==> src/rtl/pc_pkg.sv <==
// Shared types and helpers for the fetch program-counter generator.
package pc_pkg;

    typedef enum logic [1:0] {
        BOOT = 2'd0,
        RUN  = 2'd1,
        HALT = 2'd2
    } pc_state_t;

    localparam int STEP_FULL = 4;
    localparam int STEP_HALF = 2;

    // Address bits that must be zero for a legal instruction target.
    function automatic logic [1:0] align_mask(input int c_ext);
        return (c_ext != 0) ? 2'b01 : 2'b11;
    endfunction

endpackage

==> src/rtl/pc_align_chk.sv <==
// Target alignment check and trap-vector masking.
// Latency: purely combinational.
// Backpressure: none, no handshake.
module pc_align_chk
    import pc_pkg::*;
#(
    parameter int XLEN  = 32,
    parameter int C_EXT = 0
) (
    input  logic [1:0]      target_lsb,
    input  logic [XLEN-1:0] tvec,
    output logic            misaligned,
    output logic [XLEN-1:0] trap_target
);

    logic tvec_lsb_unused;

    assign misaligned      = |(target_lsb & align_mask(C_EXT));
    assign trap_target     = {tvec[XLEN-1:2], 2'b00};
    assign tvec_lsb_unused = ^tvec[1:0];

endmodule

==> src/rtl/pc_gen.sv <==
// Fetch PC generator: boot/run/halt sequencing with trap, redirect and misalign capture.
// Latency: state, pc and flags update one edge after sampling; pc_seq is combinational.
// Backpressure: pc holds while if_ready is low or stall is high; trap and redirect bypass both.
module pc_gen
    import pc_pkg::*;
#(
    parameter int              XLEN         = 32,
    parameter logic [XLEN-1:0] RESET_VECTOR = '0,
    parameter int              C_EXT        = 0
) (
    input  logic            clk,
    input  logic            rst_n,
    input  logic            if_ready,
    input  logic            stall,
    input  logic            is_compressed,
    input  logic            redirect_en,
    input  logic [XLEN-1:0] redirect_pc,
    input  logic            trap_en,
    input  logic [XLEN-1:0] mtvec,
    input  logic            halt_req,
    input  logic            resume,
    output logic [XLEN-1:0] pc,
    output logic            if_valid,
    output logic [XLEN-1:0] pc_seq,
    output logic            halted,
    output logic            misalign,
    output logic [XLEN-1:0] bad_addr
);

    pc_state_t       state, state_nxt;
    logic [XLEN-1:0] pc_nxt, bad_addr_nxt;
    logic            valid_nxt, misalign_nxt;
    logic            tgt_mis;
    logic [XLEN-1:0] trap_pc, redir_pc;

    pc_align_chk #(
        .XLEN  (XLEN),
        .C_EXT (C_EXT)
    ) u_align_chk (
        .target_lsb  (redirect_pc[1:0]),
        .tvec        (mtvec),
        .misaligned  (tgt_mis),
        .trap_target (trap_pc)
    );

    // A misaligned redirect turns into a trap entry.
    assign redir_pc = tgt_mis ? trap_pc : redirect_pc;

    always_ff @(posedge clk or negedge rst_n) begin
        if (!rst_n) begin
            state    <= BOOT;
            pc       <= RESET_VECTOR;
            if_valid <= 1'b0;
            misalign <= 1'b0;
            bad_addr <= '0;
        end else begin
            state    <= state_nxt;
            pc       <= pc_nxt;
            if_valid <= valid_nxt;
            misalign <= misalign_nxt;
            bad_addr <= bad_addr_nxt;
        end
    end

    always_comb begin
        state_nxt    = state;
        pc_nxt       = pc;
        valid_nxt    = if_valid;
        misalign_nxt = 1'b0;
        bad_addr_nxt = bad_addr;
        case (state)
            BOOT: begin
                state_nxt = RUN;
                valid_nxt = 1'b1;
            end
            RUN: begin
                if (trap_en) begin
                    pc_nxt    = trap_pc;
                    valid_nxt = 1'b1;
                end else if (redirect_en) begin
                    pc_nxt       = redir_pc;
                    valid_nxt    = 1'b1;
                    misalign_nxt = tgt_mis;
                    if (tgt_mis) bad_addr_nxt = redirect_pc;
                end else if (halt_req) begin
                    state_nxt = HALT;
                    valid_nxt = 1'b0;
                end else if (if_valid && if_ready && !stall) begin
                    pc_nxt = pc_seq;
                end
            end
            HALT: begin
                valid_nxt = 1'b0;
                if (trap_en) begin
                    pc_nxt = trap_pc;
                end else if (redirect_en) begin
                    pc_nxt       = redir_pc;
                    misalign_nxt = tgt_mis;
                    if (tgt_mis) bad_addr_nxt = redirect_pc;
                end
                if (resume && !halt_req) begin
                    state_nxt = RUN;
                    valid_nxt = 1'b1;
                end
            end
            default: begin
                state_nxt = BOOT;
                valid_nxt = 1'b0;
            end
        endcase
    end

    always_comb begin
        pc_seq = pc + ((C_EXT != 0 && is_compressed) ? XLEN'(STEP_HALF) : XLEN'(STEP_FULL));
        halted = (state == HALT);
    end

endmodule

==> config.mk <==
export PLATFORM = sky130hd
export DESIGN_NAME = pc_gen
export DESIGN_NICKNAME = d
export VERILOG_FILES = /design/src/rtl/pc_pkg.sv /design/src/rtl/pc_align_chk.sv /design/src/rtl/pc_gen.sv
export SDC_FILE = /design/constraint.sdc
export NUM_CORES = 1
export LEC_CHECK = 0
export CAP_MARGIN = 5
export CORE_MARGIN = 5
export CORE_UTILIZATION = 45
export CTS_CLUSTER_DIAMETER = 30
export DETAILED_ROUTE_END_ITERATION = 10
export PLACE_DENSITY_LB_ADDON = 0.05
export SLEW_MARGIN = 20
export SYNTH_ARGS = -nofsm -noshare
export SYNTH_HDL_FRONTEND = slang
export SYNTH_HIERARCHICAL = 1
export SYNTH_SLANG_ARGS = --single-unit
==> constraint.sdc <==
create_clock -name clk -period 3.1 [get_ports clk]
set_input_delay 0.775 -clock clk [delete_from_list [all_inputs] [get_ports clk]]
set_output_delay 0.775 -clock clk [all_outputs]
set_load 0.02 [all_outputs]
* After elaboration in Yosys (flattened, before gate mapping)
Cells that the tools add are included.
** Storage, ports and cells
- Flip-flop bits (word level) :: 68
- Output and inout port bits :: 99
** Cells by class
- $add $sub $neg :: 1
- Equal/unequal tests :: 10
- Muxes and demuxes :: 21
- Bitwise logic cells :: 1
- Reductions and logical operators :: 12
** Operator list (number)
- $mux W32 :: 7
- $pmux W32 S2 :: 1
- $add A32 B3 Y32 const B :: 1
- $ne A4 B4 Y1 const B :: 3
- $reduce_and A4 Y1 :: 3
- $mux W2 :: 4
- $mux W1 :: 7
- $ne A2 B2 Y1 const B :: 3
- $pmux W2 S3 :: 1
- $reduce_or A2 Y1 :: 2
- $logic_and A1 B1 Y1 :: 3
- $ne A3 B3 Y1 const B :: 1
- $pmux W1 S3 :: 1
- $eq A2 B1 Y1 const B :: 1
- $eq A2 B2 Y1 const B :: 1
- $logic_not A1 Y1 :: 2
- $logic_not A2 Y1 :: 1
- $ne A2 B1 Y1 const B :: 1
- $reduce_bool A2 Y1 :: 1
- $not A1 Y1 :: 1

* Longest topological paths before layout
- Depth after elaboration :: 7
- Gate-level depth with buffers :: 10

* Cells and area by module
Netlist, hierarchy kept.
** By module, submodules not included
- pc_gen :: instances 1, cells an instance 520, area an instance 4297.9 um2, seq. area each 1701.6 um2
- pc_align_chk :: instances 1, cells an instance 34, area an instance 250.2 um2, seq. area each 0.0 um2

* Worst setup path after synthesis
No wires, ideal clock.
- Path kind :: reg2out
- From :: reg pc[2]
- To :: out pc_seq[16]
- Arrival time :: 1.921 ns
- Data required time :: 2.325 ns
- Setup slack :: 0.404 ns
- Stages on the path, launching flop included :: 7
- Buffers on the path :: 1
- Cells stage by stage :: dfrtp_1 ha_1 nand3_1 or2_2 buf_2 nor3_4 xor2_1
** On the way
- Word-level cells in the longest chain between the ends :: 1
** RTL lines
- from (decl) :: RTL line pc_gen.sv:22 : output logic [XLEN-1:0] pc,
- from (signal assigned) :: RTL line pc_gen.sv:58 : pc <= pc_nxt;
- $add A32 B3 Y32 :: RTL line pc_gen.sv:114 : pc_seq = pc + ((C_EXT != 0 && is_compressed) ? XLEN'(STEP_HALF) : XLEN'(STEP_FULL));
- to (decl) :: RTL line pc_gen.sv:24 : output logic [XLEN-1:0] pc_seq,
No other way between the ends.

* Worst setup path after layout
- From :: reg pc[4]
- To :: out pc_seq[29]
The elaborated chain is that of the path after synthesis.

==> impl_metrics.json <==
{
  "synth_top_cell_by_area": "dfrtp_1",
  "via_count": 4577,
  "layout-drive-gt1-share_pct": 12.7,
  "hold_violations": 0,
  "drc": 0,
  "drtAntennaViolNets": 0,
  "clkTransAtPathRegs_ns": 0.08,
  "yosysTopAreaCellShare_pct": 37.4,
  "path_cells": "nand4_1, buf_4, nor4_4, nand3_1, xnor2_1, dlygate4sd2_1",
  "clk_path_buf_depth": 2,
  "core_area_um2": 9820,
  "slew_viol_final": 0,
  "min_period_ns": 3.01,
  "timing.rr.start": "state[0]",
  "port_buffers": 168,
  "post_drt_wl_per_cell_um": 17.2,
  "synth_area_um2": 4550,
  "rsz0062_at_grt": "true",
  "ys_top_cells_by_count": "nand2_1, dfrtp_1, a21oi_1, buf_4, o21ai_0",
  "crit_required_ns": 2.32,
  "grt_usage_pct": 23.7,
  "yosys-top-cells-area": "dfrtp_1, nand2_1, buf_4",
  "finalSetupViolCount": 0,
  "met1_usage_pct": 31.2,
  "clock-sinks": 68,
  "clock_latency_ns": 0.34,
  "drv_cap": 0,
  "dieHeight_um": 111,
  "grt_pass1_wl_um": 24100,
  "status": "complete, no violations",
  "htreeDepth": 3,
  "synth.yosys.seq_area_share_pct": 37.4,
  "critPathLaunch": "pc[4]",
  "hpwl_um": 10800,
  "critPathTopFamily": "simple AND/OR/NAND/NOR gates",
  "gp_congestion": 0.845,
  "holdCritPathClass": "flop to flop",
  "rows": 36,
  "end_kind": "output pin",
  "antenna_found_initial": 0,
  "syn-mean-instance-area_um2": 8.21,
  "async_flop_share_pct": 100,
  "drt-initial-drc-count": 325,
  "ys_ff_latch": 68,
  "die_x_um": 111,
  "root_buffer": "clkbuf_8",
  "die_area_um2": 12200,
  "ios": 172,
  "fmax_ghz": 0.332,
  "grt_pass1_vias": 4692,
  "grt_max_degree": 69,
  "nFillCells": 871,
  "grt-busiest-layer": "met2",
  "first_pass_iters": 5,
  "cpPeakStageDelay_ns": 0.43,
  "hp-start": "bad_addr[24]",
  "crit_type": "flop to output pin",
  "start_kind": "flop",
  "synth.distinct_cells": 62,
  "use_met2_pct": 39.2,
  "cts_tree": "done",
  "n_antenna_cell": 0,
  "ys_warn_count": 6,
  "max_slew_margin_pct": 40.0,
  "worstPathMaxFanout": 7,
  "critPathBufInv": 2,
  "layout.cells.non_filler": 848,
  "hold_ws_ns": 0.477,
  "fin_crit_sh_pct": 97.0,
  "syn_to_final_growth_pct": 42.4,
  "slowest_stage": "dfrtp_2",
  "worst_pin_slew_ns": 0.900,
  "fin_skew_ns": 0.00816,
  "synth_edf_count": 0,
  "syn_inst": 554,
  "cts-buffers-inserted": 9,
  "seq_area_um2": 1710,
  "multiInputGateArea_um2": 2420,
  "power.leakage_nw": 2.86,
  "postLayoutCoreUtil_pct": 66.0,
  "power.density_nw_per_um2": 1030,
  "layout.nets": 789,
  "irDropWorstVdd_mv": 0.606,
  "grtUsageMet3_pct": 5.63,
  "yosysMostFrequentCell": "nand2_1",
  "arrival_ns": 2.23,
  "vias_per_cell": 5.40,
  "placed_cells": 826,
  "start_util_pct": 46.3,
  "overflow": 0,
  "synth_top_flop_cell": "dfrtp_1",
  "routed_wl_um": 14600
}
-- what timing repair did --
item / CTS / global route
gates cloned: 0 / 0
gates resized for setup: 27 / 20
endpoints found under the setup margin: 22 / 13
setup buffers: 4 / 2
hold buffers: 0 / 0
pin swaps: 2 / 2
-- cell usage in the layout (no fill, tap or decap), drive strengths merged, types with 16 or more instances in the layout --
cell / count
buf: 44
nand2: 147
o21ai: 34
nand4: 16
a21oi: 37
clkbuf: 16
nand3: 22
dfrtp: 68
xnor2: 20
clkdlybuf4s50: 144
nor2: 26
dlygate4sd2: 16
-- flip-flops by register name (all words and copies together), names as in the netlist --
| name | cells |
|---|---|
| if_valid | 1 |
| misalign | 1 |
| pc | 32 |
| state | 2 |
| bad_addr | 32 |
-- cell type report --
cell class | count | share of cell area (%)
clock buffer | 12 | 2.24
clock inverter | 4 | 0.386
inverter | 11 | 0.637
multi-input combinational | 410 | 37.4
sequential | 68 | 26.4
tap | 133 | 2.57
timing repair buffer | 210 | 30.4
-- cell families (layout without fill, tap and decap cells) --
group,count (synthesis),after routing,synth area share [%]
muxes,7,7,1.57
AOI/OAI and AO/OA,123,123,17.4
adders and majority gates,6,6,1.65
other,1,2,0.0825
xor gates and xnor gates,28,28,5.39
DFF,68,68,37.4
and+or+nand+nor,244,244,26.5
buffers and inverters,77,237,9.96
-- per-stage QoR --
stage               cell area [um^2]  setup WS (ns)  total power, mW  setup TNS (ns)
floorplan                       4550          0.404             4.13               0
global placement                6280          0.141             6.05               0
detailed placement              6280          0.123             6.14               0
CTS                             6460        -0.0170             6.73         -0.0170
global route                    6480        -0.0155             7.15         -0.0251
finish                          6480         0.0919             6.70               0
-- routing by layer --
metal | wire [um] | vias to the layer above
met5 | 0 | -
met4 | 117 | 0
met3 | 1030 | 9
met2 | 6970 | 171
met1 | 6430 | 2189
li1 | - | 2208
-- where the power goes --
part	total [mW]	internal, mW	switching (mW)	leakage, nW
Combinational	4.32	1.93	2.39	1.95
Clock	0.666	0.310	0.356	0.0824
Sequential	1.71	1.33	0.381	0.822
-- path summary, 6_finish.rpt --
check | to | slack [ns] | depth (start not counted)
worst max-delay path | pc_seq[29] | 0.09 | 6
worst min-delay path | bad_addr[24] | 0.48 | 2
worst max register to register | pc[11] | 0.61 | 7
worst min register to register | bad_addr[24] | 0.48 | 2
max in group asynchronous | pc[23] | 1.89 | 1
min in group asynchronous | bad_addr[16] | 0.55 | 1
-- worst min-delay path, stage by stage, from the launching register on --
cell	delay [ns]
dfrtp_1	0.34
nand2_1	0.05
nand2_1	0.05
Note: power is estimated with default switching activity, not from simulation.
==> variant 1, RTL diff (same flow settings) <==
`bad_addr` no longer has a reset.
--- a/src/rtl/pc_gen.sv
+++ b/src/rtl/pc_gen.sv
@@ -54,3 +54,2 @@
             misalign <= 1'b0;
-            bad_addr <= '0;
         end else begin
@@ -60,4 +59,7 @@
             misalign <= misalign_nxt;
-            bad_addr <= bad_addr_nxt;
         end
+    end
+
+    always_ff @(posedge clk) begin
+        bad_addr <= bad_addr_nxt;
     end
Behaviour: differs if rst_n is asserted again (counterexample within 4 cycles, from zero or initial values and one cycle with rst_n low); with rst_n held inactive, the same outputs for 4 cycles.
==> variant 1 against the original RTL <==
  * Worst setup slack better by 12 ps
  * Clock power is 1% lower
  * Sequential share of layout area is 3.0 points higher
  * Critical path depth is 1 lower
  * Routed wire length is 6.8% lower
  * Largest power group unchanged
  * Via count is 9.7% lower
  * Synthesized area is 3.8% lower
  * Highest routed layer unchanged
  * Power is 12% lower
  * Sequential cell count stayed put
  * Largest cell class unchanged
  * First-iteration DRC count is 45% lower
  * Design area is 2.1% lower
==> variant 1: results (changes against the original RTL) <==
status complete, no violations; R2R Setup Slk 840 ps (+230 ps); Max Clk Rate 0.334 GHz (+0.39%); Sw Pwr 2.68 mW (-14%); Max FO, Critical Path 6 (-1); Post-synth ARST share 0.529 (-0.471); Leak 2.53 nW (-12%); final WL 13.6 mm (-6.8%); Met2 Routed Length 6.44 mm (-7.6%); share of layout cells above drive strength 1 0.139 (+0.0121); DRT iter0 DRCs 179 (-45%); Final #Nets 692 (-12%); post-synth cell types 63 (+1.6%); GR Util met2 0.374 (-0.0186); Least-Margin Pin Slew 908 ps (+7.91 ps); Critical-path top delay cell dfrtp_1; Clock Skews 9.22 ps (+1.06 ps); EDFF count, synth 32 (+32); first-pass GRT wire length 20.9 mm (-13%); Critical Path End pc_seq[31]; dpl hpwl 10.0 mm (-7.7%); HP Start pc[1]$_DFFE_PN0P_; Final Non-Filler Cells 750 (-12%); Pre-Repair DR Iteration Count 7 (+2); Post-CTS Resized 25 (-7.4%); Total GRT Usage 0.228 (-0.00978)
[variant 1: final cells by class]
type	instances	area (sq um)	area share
well taps	133	166	0.0262
clock inverters	2	10.0	0.00158
inverters	10	37.5	0.00592
flip-flops and latches	68	1860	0.293
clock buffers	13	159	0.0250
repair buffers	210	2000	0.316
multi-input cells	314	2110	0.332
[variant 1: power by group through the flow]
stage               Clock, mW  Combinational [mW]  Sequential (mW)
finish                  0.659                3.69             1.55
floorplan                   0                1.78             1.92
CTS                     0.681                3.70             1.55
detailed placement          0                3.79             1.57
global route            0.719                3.96             1.60
global placement            0                3.72             1.56
[variant 1: kinds of logic (layout without fill, tap and decap cells)]
group,Yosys count,in the layout,synth area share
buf+inv,68,235,0.0998
compound gates,126,126,0.188
simple gates,146,146,0.199
other cells,1,2,0.000857
fa+ha+maj,6,6,0.0172
xor+xnor,28,28,0.0561
mux,6,6,0.0140
flops,68,68,0.426
==> variant 2, RTL diff (same settings) <==
Without the edit above. `XLEN` is set to 32 in 2 places; all go to 64.
--- a/src/rtl/pc_align_chk.sv
+++ b/src/rtl/pc_align_chk.sv
@@ -6,3 +6,3 @@
 #(
-    parameter int XLEN  = 32,
+    parameter int XLEN  = 64,
     parameter int C_EXT = 0
--- a/src/rtl/pc_gen.sv
+++ b/src/rtl/pc_gen.sv
@@ -6,3 +6,3 @@
 #(
-    parameter int              XLEN         = 32,
+    parameter int              XLEN         = 64,
     parameter logic [XLEN-1:0] RESET_VECTOR = '0,
Ports: changed (5 resized); port bits go from 172 to 332. No check against the original RTL was run, so the function may have changed too.
==> variant 2 against the original RTL <==
  * The flow now finishes with violations (setup timing)
  * Power increased by 140%
  * Largest power group unchanged
  * Largest cell class unchanged
  * Synthesized area increased by 120%
  * Worst setup slack got worse by 450 ps
  * Die area increased by 110%
  * Sequential power increased by 86%
  * Critical endpoint is now pc_seq[47]
  * Critical path type unchanged
  * Design area increased by 150%
  * Maximum frequency decreased by 13%
  * Register-to-register slack got worse by 50 ps
  * Highest routed layer is now met5
  * Clock power increased to 3.1 times the old value
  * Clock skew increased by 3.1 ps
  * Routed wire length increased to 3.0 times the old value
  * Sequential cell count increased by 64
==> variant 2: results (changes against the original RTL) <==
status finished, violations left; failing checks setup timing; setup bufs post-CTS 22 (+18); met1 Use GR 0.403 (+0.0913); dpl ws -233 ps (-357 ps); Synth Area in Compound Gates 0.198 (+0.0234); Clock Skews 11.2 ps (+3.08 ps); Routed wire per std cell 21.4 um (+25%); Final Non-Filler Cells 2,003 (+140%); dpl hpwl 31.1 mm (+190%); Leak 7.30 nW (+160%); CP arrival 2680 ps (+450 ps); Inst Count DP 1,916 (+130%); CTS root buf clkbuf_16; met1 WL 16.9 mm (+160%); Port Buf Inserts 328 (+95%); sequential area share after synthesis 0.332 (-0.0423); Setup-failing EPs final 34 (+34); sum of negative setup slack -3310 ps (-3310 ps); largest net degree at the start of global routing 60 (-13%); Final Worst Setup Slack -356 ps (-448 ps); reg2reg path depth 9 (+2); commonest cells in the netlist nand2_1, dfrtp_1, clkbuf_1; Int Power 8.70 mW (+140%); share of layout cells above drive strength 1 0.260 (+0.132); first-pass GRT wire length 65.0 mm (+170%); Total GRT Usage 0.316 (+0.0789)
## variant 2: layout make-up
| cell class | count | area (sq um) |
|---|---|---|
| clock buffer | 19 | 433 |
| fill | 1738 | 5820 |
| sequential | 132 | 3300 |
| tap | 280 | 350 |
| inverter | 23 | 86.3 |
| antenna | 1 | 2.50 |
| multi-input combinational | 950 | 6340 |
| clock inverter | 13 | 149 |
| timing repair buffer | 585 | 5340 |
## variant 2: worst min path at each step
stage,to,slack [ps]
2_1_floorplan,bad_addr[0]$_DFFE_PN0P_,480
3_3_place_gp,bad_addr[20]$_DFFE_PN0P_,460
3_5_place_dp,bad_addr[42]$_DFFE_PN0P_,460
4_1_cts,bad_addr[13]$_DFFE_PN0P_,330
5_1_grt,bad_addr[13]$_DFFE_PN0P_,370
6_report,bad_addr[13]$_DFFE_PN0P_,310
## variant 2: critical path, delay by kind of cell, from the launching register on
family	cells	cell delay, ps
buffers and inverters	4	830
xor gates and xnor gates	1	150
and+or+nand+nor	4	890
DFF	1	370
